--- config.mk ---
export PLATFORM = sky130hd
export DESIGN_NAME = shiftregout
export DESIGN_NICKNAME = d
export VERILOG_FILES = /design/src/rtl/shiftregout_pkg.sv /design/src/rtl/shiftregout_regunitout.sv /design/src/rtl/shiftregout.sv
export SDC_FILE = /design/constraint.sdc
export NUM_CORES = 2
export LEC_CHECK = 0
export ABC_CLOCK_PERIOD_IN_PS = 2200
export CAP_MARGIN = 40
export CORE_AREA = 8 8 286 288
export DETAILED_ROUTE_END_ITERATION = 10
export DIE_AREA = 0 0 294 296
export GPL_ROUTABILITY_DRIVEN = 0
export HOLD_SLACK_MARGIN = 0.02
export PLACE_DENSITY_LB_ADDON = 0.2
export REMOVE_ABC_BUFFERS = 1
export SYNTH_ARGS = -nofsm -noshare
export SYNTH_HDL_FRONTEND = slang
export SYNTH_SLANG_ARGS = --single-unit
--- constraint.sdc ---
create_clock -name clk -period 2.2 [get_ports clk]
set_input_delay 0.33 -clock clk [delete_from_list [all_inputs] [get_ports clk]]
set_output_delay 0.33 -clock clk [all_outputs]
set_load 0.01 [all_outputs]
--- src/rtl/shiftregout_pkg.sv ---
// Shared definitions for the result shift-out bank: default sizes and FSM state encoding.
package shiftregout_pkg;
    localparam int N_DSP  = 40;
    localparam int ADDR_W = 6;
    localparam int B_DEF  = 16;

    typedef enum logic [1:0] {
        ST_IDLE   = 2'd0,
        ST_STREAM = 2'd1,
        ST_HOLD   = 2'd2
    } state_t;
endpackage

--- src/rtl/shiftregout_regunitout.sv ---
// One bank word: parallel capture has priority over shifting in the higher neighbour's word.
module regunitout #(
    parameter int B = 16
) (
    input  logic         clk,
    input  logic         rst_n,
    input  logic         ld,
    input  logic         sh,
    input  logic [B-1:0] d,
    input  logic [B-1:0] sh_in,
    output logic [B-1:0] q
);
    always_ff @(posedge clk or negedge rst_n) begin
        if (!rst_n)  q <= '0;
        else if (ld) q <= d;
        else if (sh) q <= sh_in;
    end
endmodule

--- src/rtl/shiftregout.sv ---
// Captures N result words in one cycle, then streams them out in unit order or serves addressed reads.
module shiftregout
    import shiftregout_pkg::*;
#(
    parameter int B = B_DEF,
    parameter int N = N_DSP
) (
    input  logic              clk,
    input  logic              rst_n,
    input  logic [N*B-1:0]    in,
    input  logic              load,
    input  logic              mode,
    input  logic              out_ready,
    output logic [B-1:0]      out,
    output logic              out_valid,
    input  logic              rd_en,
    input  logic [ADDR_W-1:0] addr,
    output logic [B-1:0]      rd_data,
    output logic              rd_valid,
    output logic              rd_err,
    input  logic              clear,
    output logic              busy,
    output logic              done,
    output logic              ovf
);
    state_t              state;
    logic [ADDR_W-1:0]   cnt;
    logic [B-1:0]        bank [N];
    logic [B-1:0]        rd_word;
    logic                hs, last, load_ok;

    assign out       = bank[0];
    assign out_valid = (state == ST_STREAM);
    assign busy      = (state != ST_IDLE);
    assign hs        = out_valid & out_ready;
    assign last      = (cnt == ADDR_W'(N - 1));
    // A capture is taken in IDLE, or on the very cycle the final stream word leaves.
    assign load_ok   = load & ((state == ST_IDLE) | (hs & last));

    for (genvar gi = 0; gi < N; gi++) begin : g_bank
        logic [B-1:0] sh_in;
        if (gi == N - 1) begin : g_top
            assign sh_in = '0;
        end else begin : g_mid
            assign sh_in = bank[gi+1];
        end
        regunitout #(.B(B)) u_word (
            .clk   (clk),
            .rst_n (rst_n),
            .ld    (load_ok),
            .sh    (hs),
            .d     (in[gi*B +: B]),
            .sh_in (sh_in),
            .q     (bank[gi])
        );
    end

    always_comb begin
        rd_word = '0;
        for (int i = 0; i < N; i++)
            if (addr == ADDR_W'(i)) rd_word = bank[i];
    end

    always_ff @(posedge clk or negedge rst_n) begin
        if (!rst_n) begin
            state    <= ST_IDLE;
            cnt      <= '0;
            rd_data  <= '0;
            rd_valid <= 1'b0;
            rd_err   <= 1'b0;
            done     <= 1'b0;
            ovf      <= 1'b0;
        end else begin
            done     <= 1'b0;
            rd_valid <= 1'b0;
            rd_err   <= 1'b0;
            ovf      <= load & ~load_ok & busy;
            case (state)
                ST_IDLE: begin
                    if (load) begin
                        cnt   <= '0;
                        state <= mode ? ST_HOLD : ST_STREAM;
                    end
                end
                ST_STREAM: begin
                    if (out_ready) begin
                        if (last) begin
                            done  <= 1'b1;
                            cnt   <= '0;
                            if (load) state <= mode ? ST_HOLD : ST_STREAM;
                            else      state <= ST_IDLE;
                        end else begin
                            cnt <= cnt + 1'b1;
                        end
                    end
                end
                ST_HOLD: begin
                    if (rd_en) begin
                        rd_valid <= 1'b1;
                        rd_data  <= rd_word;
                        rd_err   <= (32'(addr) >= 32'(N));
                    end
                    if (clear) begin
                        state <= ST_IDLE;
                        done  <= 1'b1;
                    end
                end
                default: state <= ST_IDLE;
            endcase
        end
    end
endmodule
## Yosys cells after proc, flatten, opt, wreduce, memory -nomap -nowiden

Index checks and enable logic that the tools add are counted.

- Equality and inequality tests: 46
- $add $sub $neg: 1
- Reduce and logical (&&, ||, !) cells: 8
- $lt $le $gt $ge: 1
- Multiplexer cells: 139
- Bitwise logic cells: 7

Operators with widths:

| operator | number |
|---|---|
| 16-bit two-way mux | 120 |
| 6-bit by 5-bit == test with 1-bit output, second input constant | 16 |
| 6-bit == test, second input constant | 9 |
| 6-bit by 4-bit == test with 1-bit output, second input constant | 8 |
| 6-bit by 3-bit == test with 1-bit output, second input constant | 4 |
| 6-bit two-way mux | 3 |
| 6-bit by 2-bit == test with 1-bit output, second input constant | 2 |
| 2-bit two-way mux | 6 |
| 6-bit one-hot mux with 2 select lines | 1 |
| 1-bit two-way mux | 7 |
| 6-bit by 1-bit adder with 6-bit output, second input constant | 1 |
| 6-bit by 1-bit == test with 1-bit output, second input constant | 1 |
| 6-bit >= comparator, second input constant | 1 |
| 6-bit zero test | 1 |
| 2-bit != test, second input constant | 3 |
| 2-bit one-hot mux with 3 select lines | 1 |
| 2-bit nonzero test | 3 |
| 1-bit AND | 5 |
| 4-bit AND reduction | 1 |
| 3-bit AND reduction | 1 |
| 2-bit by 1-bit == test with 1-bit output, second input constant | 1 |
| 2-bit == test, second input constant | 1 |
| 2-bit zero test | 1 |
| 2-bit by 1-bit != test with 1-bit output, second input constant | 1 |
| other kinds (4) | 4 |

- Word-level logic and storage cells: 249
- Input port bits: 653
- Register bits: 668

## Depth between registers and ports, before layout

- Depth after elaboration: 41
- Gate-level depth with buffers: 12

## By module

A second synthesis with hierarchy kept.

- Cells, all modules: 3,949
- Area, all modules: 38,104.0 µm²

By module, submodules not included:

| module | area each (µm²) | cells each | times used | sequential area each (µm²) |
|---|---|---|---|---|
| regunitout | 744.5 | 69 | 40 | 400.4 |
| shiftregout | 8,325.5 | 1,189 | 1 | 700.7 |

## Least setup slack after synthesis

No wires, ideal clock.

- Path type: flip-flop to flip-flop
- From: register cnt[0]
- To: register g_bank[0].u_word.q[0]
- Setup time: 141 ps
- Required time: 2,059 ps
- Arrival: 2,177 ps
- Cell stages (with the launch flop): 12
- Path slack: -118 ps
- Cells stage by stage: dfrtp_1 > ha_1 > nand2_1 > nor4b_2 > a21oi_1 > nand2b_1 > clkbuf_1 > buf_2 > clkbuf_1 > clkbuf_1 > nor2_1 > a31oi_1

- Longest elaborated chain between the ends: 5
- Elaborated cells on any way between the ends: 6

RTL lines:

| what | line | source |
|---|---|---|
| start, declared | shiftregout.sv:27 | `logic [ADDR_W-1:0] cnt;` |
| start signal, assigned | shiftregout.sv:93 | `cnt <= cnt + 1'b1;` |
| 6-bit == test (*) | shiftregout.sv:36 | `assign last = (cnt == ADDR_W'(N - 1));` |
| 1-bit AND (*) | shiftregout.sv:38 | `assign load_ok = load & ((state == ST_IDLE) \| (hs & last));` |
| 1-bit OR (*) | shiftregout.sv:38 |  |
| 1-bit AND (*) | shiftregout.sv:38 |  |
| 16-bit two-way mux / 2-bit nonzero test (equally long branches) | -- |  |
| end signal, assigned | shiftregout_regunitout.sv:16 | `else if (sh) q <= sh_in;` |
| end, declared | shiftregout_regunitout.sv:11 | `output logic [B-1:0] q` |

Every way passes the cells marked *; elsewhere a longest branch is shown, timed or not.
A chain may end at the register's enable or synchronous reset.

## Worst setup path in the final report

- From: register g_bank[14].u_word.q[8]
- To: register rd_data[8]

- Longest elaborated chain between the ends: 26

RTL lines:

| what | line | source |
|---|---|---|
| start, declared | shiftregout_regunitout.sv:11 |  |
| start signal, assigned | shiftregout_regunitout.sv:16 |  |
| 16-bit two-way mux (26 in series) | shiftregout.sv:61 | `if (addr == ADDR_W'(i)) rd_word = bank[i];` |
| end signal, assigned | shiftregout.sv:100 | `rd_data <= rd_word;` |
| end, declared | shiftregout.sv:18 | `output logic [B-1:0] rd_data,` |

Every way passes these cells.

==> impl_results.md <==
- CTS tree: done
- Worst skew pair latency: approximately 630 ps
- DR vias: ~42,000
- Routed wire per std cell: 25.97 um
- Yosys top cell by area: dfrtp_1
- Fill count: around 6,000
- DIE AREA: 87,020 um^2
- Slew headroom: 0.5621
- Commonest non-fill, non-tap cell in the layout: nand2_1
- Violated checks: setup timing
- Crit path required time: 2720 ps
- Share of power burned in registers: 0.388
- Combinational power share: 0.405
- LEAKAGE: around 0.023 uW
- Top_reg_cell synth: dfrtp_1
- Fmax: 426.5 MHz
- Area added between synthesis and finish: 45.38%
- Clk slew on worst S/H paths: about 60 ps
- Largest net degree at the start of global routing: 88
- Global-route wire length before repair: roughly 240,000 um
- Reg2reg end: rd_data[8]
- Critical Path Source Type: flip-flop
- Setup tns final: -558.9 ps
- Initial antenna violation count: 61
- Worst-case reg-to-reg path depth: 7
- Residual DRC: 0
- Cell Pwr Density: between 1000 and 1500 nW/um^2
- Worst R2R Start: g_bank[14].u_word.q[8]
- NetSw: 26,680 uW
- Synth cell types: 78
- Die width: 294 um
- Post-DP HPWL: ~120,000 um
- Root Buffer: clkbuf_16
- Area of the multi-input gates: 19,760 um^2
- Sequential cell area fraction in the yosys report: 0.4549
- Final Hold Fails: 0
- Post-route cell area: 53,420 um^2
- Power Internal: 38,740 uW
- Crit path DAT: 2860 ps
- Post-synth top area share: 0.4549
- Post-synthesis instance area: 36,750 um^2
- Setup-failing EPs final: 26
- Clock Path Buffers: 3
- RSZ-0062 raised after global routing: yes
- Worst reg-to-reg setup slack: -140 ps
- Slew Viols, Final: 0
- Largest cells by area after synthesis: dfrtp_1 (45%), nand2_1 (14%), a31oi_1 (11%), nor2_1 (7.4%), clkbuf_1 (3.5%)
- CTS H-Tree Depth: 3
- Area post-placement: 47,650 um^2
- Worst Slack Setup Final: -144.5 ps
- Vias per cell: between 6 and 7
- Ys async rst share: 1.000
- Yosys warns: 0
- Utilization after layout: 0.6942
- Final worst-path cycle share: 1.066
- Starting DRT DRC Count: 5,397
- Capturing element type of the critical path: flip-flop
- Measured slew at the worst slew-check pin: 648.6 ps
- Outcome: finished with violations
- Setup Skew: 16.78 ps
- PortBufs: 690
- IO Pins: between 600 and 700
- Placed Cells: 6,454
- Sw Ratio: 0.4078
- Crit path from: g_bank[14].u_word.q[8]
- Worst Hold Class: primary input to flip-flop
- Min cycle time layout: about 2300 ps
- TritonCTS Buffers: 76
- Vias in the first global route: 39,360
- Hold slack: roughly 230 ps
- Number of flops mapped to enable cells by yosys: 0
- Max Fanout on Critical Path: 2
- Die H: 296 um
- Average size of a mapped cell: 7.813 um^2
- Global Route Usage Sum: 0.3609
- Worst VDD drop: 671.4 uV
- Critical path endpoint: rd_data[8]
- Core Rows: 102
- DR pass1 iterations: 9
- Grt ovf: 0
- Clock share of power: 0.207
- Yosys reg bits: 668
- Max Cap Viol: 0
- CTS Sinks: 668
- CORE AREA: between 70,000 and 80,000 um^2
- Storage cell area: 16,720 um^2
- Commonest cells after routing, fill and taps aside: nand2_1 (1,390), clkdlybuf4s50_1 (681), dfrtp_1 (668)
- Antenna Nets Post-Route: 0
- Post-Route WL: 174,000 um
- Mapped Cells: approximately 4,700
- Non-filler cells, final: 6,701
- Initial Util: 0.4775
- Final net count: 6,223
- Share of cells above drive strength 1: 0.1789
- CP Class: flip-flop to flip-flop
[logic make-up (layout without fill, tap and decap cells)]
family	count (synthesis)	count (layout)	share of synthesized area
mux	140	140	0.04849
fa+ha+maj	4	4	0.001362
flops	668	668	0.4549
other cells	0	38	0
compound gates	1169	1169	0.2003
buf+inv	430	1350	0.04815
simple gates	2292	2292	0.2468
[worst min-delay path by stage]
stage | startpoint | endpoint | slack, ps | cells past startpoint
global placement | rst_n | g_bank[0].u_word.q[5] | 280 | 1
global route | rst_n | g_bank[1].u_word.q[5] | 250 | 2
finish | in[638] | g_bank[39].u_word.q[14] | 230 | 3
floorplan | rst_n | cnt[0] | 30 | 0
detailed placement | rst_n | g_bank[1].u_word.q[5] | 280 | 1
CTS | in[638] | g_bank[39].u_word.q[14] | 200 | 3
[stage by stage]
| step | power (uW) | worst slack [ps] |
|---|---|---|
| CTS | 60740 | -100.1 |
| floorplan | 24660 | -37800 |
| global placement | 46410 | -702.4 |
| global route | 68500 | -167.7 |
| finish | 65420 | -144.5 |
| detailed placement | 47090 | -672.6 |
[power groups by stage]
stage / Sequential [uW] / Combinational [uW] / Clock [uW]
5_1_grt: 25800 / 28600 / 14000
3_3_place_gp: 25000 / 21400 / 0
3_5_place_dp: 25100 / 22000 / 0
6_report: 25400 / 26500 / 13500
4_1_cts: 24900 / 22200 / 13600
2_1_floorplan: 16900 / 7750 / 0
[synthesized netlist by cell type (all sizes together) (20+ instances only)]
| library cell | n |
|---|---|
| nor2 | 723 |
| clkbuf | 338 |
| a22oi | 28 |
| a21oi | 122 |
| o21ai | 159 |
| mux2 | 44 |
| o22ai | 47 |
| mux2i | 70 |
| buf | 78 |
| dfrtp | 668 |
| mux4 | 26 |
| nand3 | 51 |
| nor3 | 27 |
| a211oi | 20 |
| o221ai | 22 |
| a31oi | 649 |
| nand2 | 1393 |
[timing repair]
item	4_1_cts	5_1_grt
endpoints found under the setup margin	9	555
hold buffers	1	0
gates resized for setup	15	423
pin swaps	5	7
setup buffers	1	20
hold endpoints to repair	47	0
gates cloned	0	53
[routing by layer]
metal | vias to the layer above | GRT usage | wire length [um]
met1 | 20040 | 0.4517 | 62280
met2 | 2922 | 0.5698 | 78960
met3 | 707 | 0.1074 | 21930
met4 | 50 | 0.1775 | 10530
met5 | - | 0 | 332
li1 | 18210 | - | -
[sequential cells by signal, summed over array words and instances (netlist names)]
name / count
g_bank.u_word.q: 640
rd_data: 16
cnt: 6
state: 2
done: 1
ovf: 1
rd_err: 1
rd_valid: 1
[area by class of cell]
type | instances | area share
sequential | 668 | 0.3129
multi-input combinational | 3605 | 0.3698
antenna | 38 | 0.001780
inverter | 14 | 0.001031
timing repair buffer | 1201 | 0.2412
clock inverter | 26 | 0.006582
clock buffer | 109 | 0.04228
tap | 1040 | 0.02436
[critical path: stages (launching register included)]
cell,delay [ps]
dfrtp_1,380
mux4_2,550
nand2_1,90
a31oi_1,90
or4_4,520
a31oi_4,230
o221ai_2,170
a31o_1,200
(Power assumes the default switching activity.)
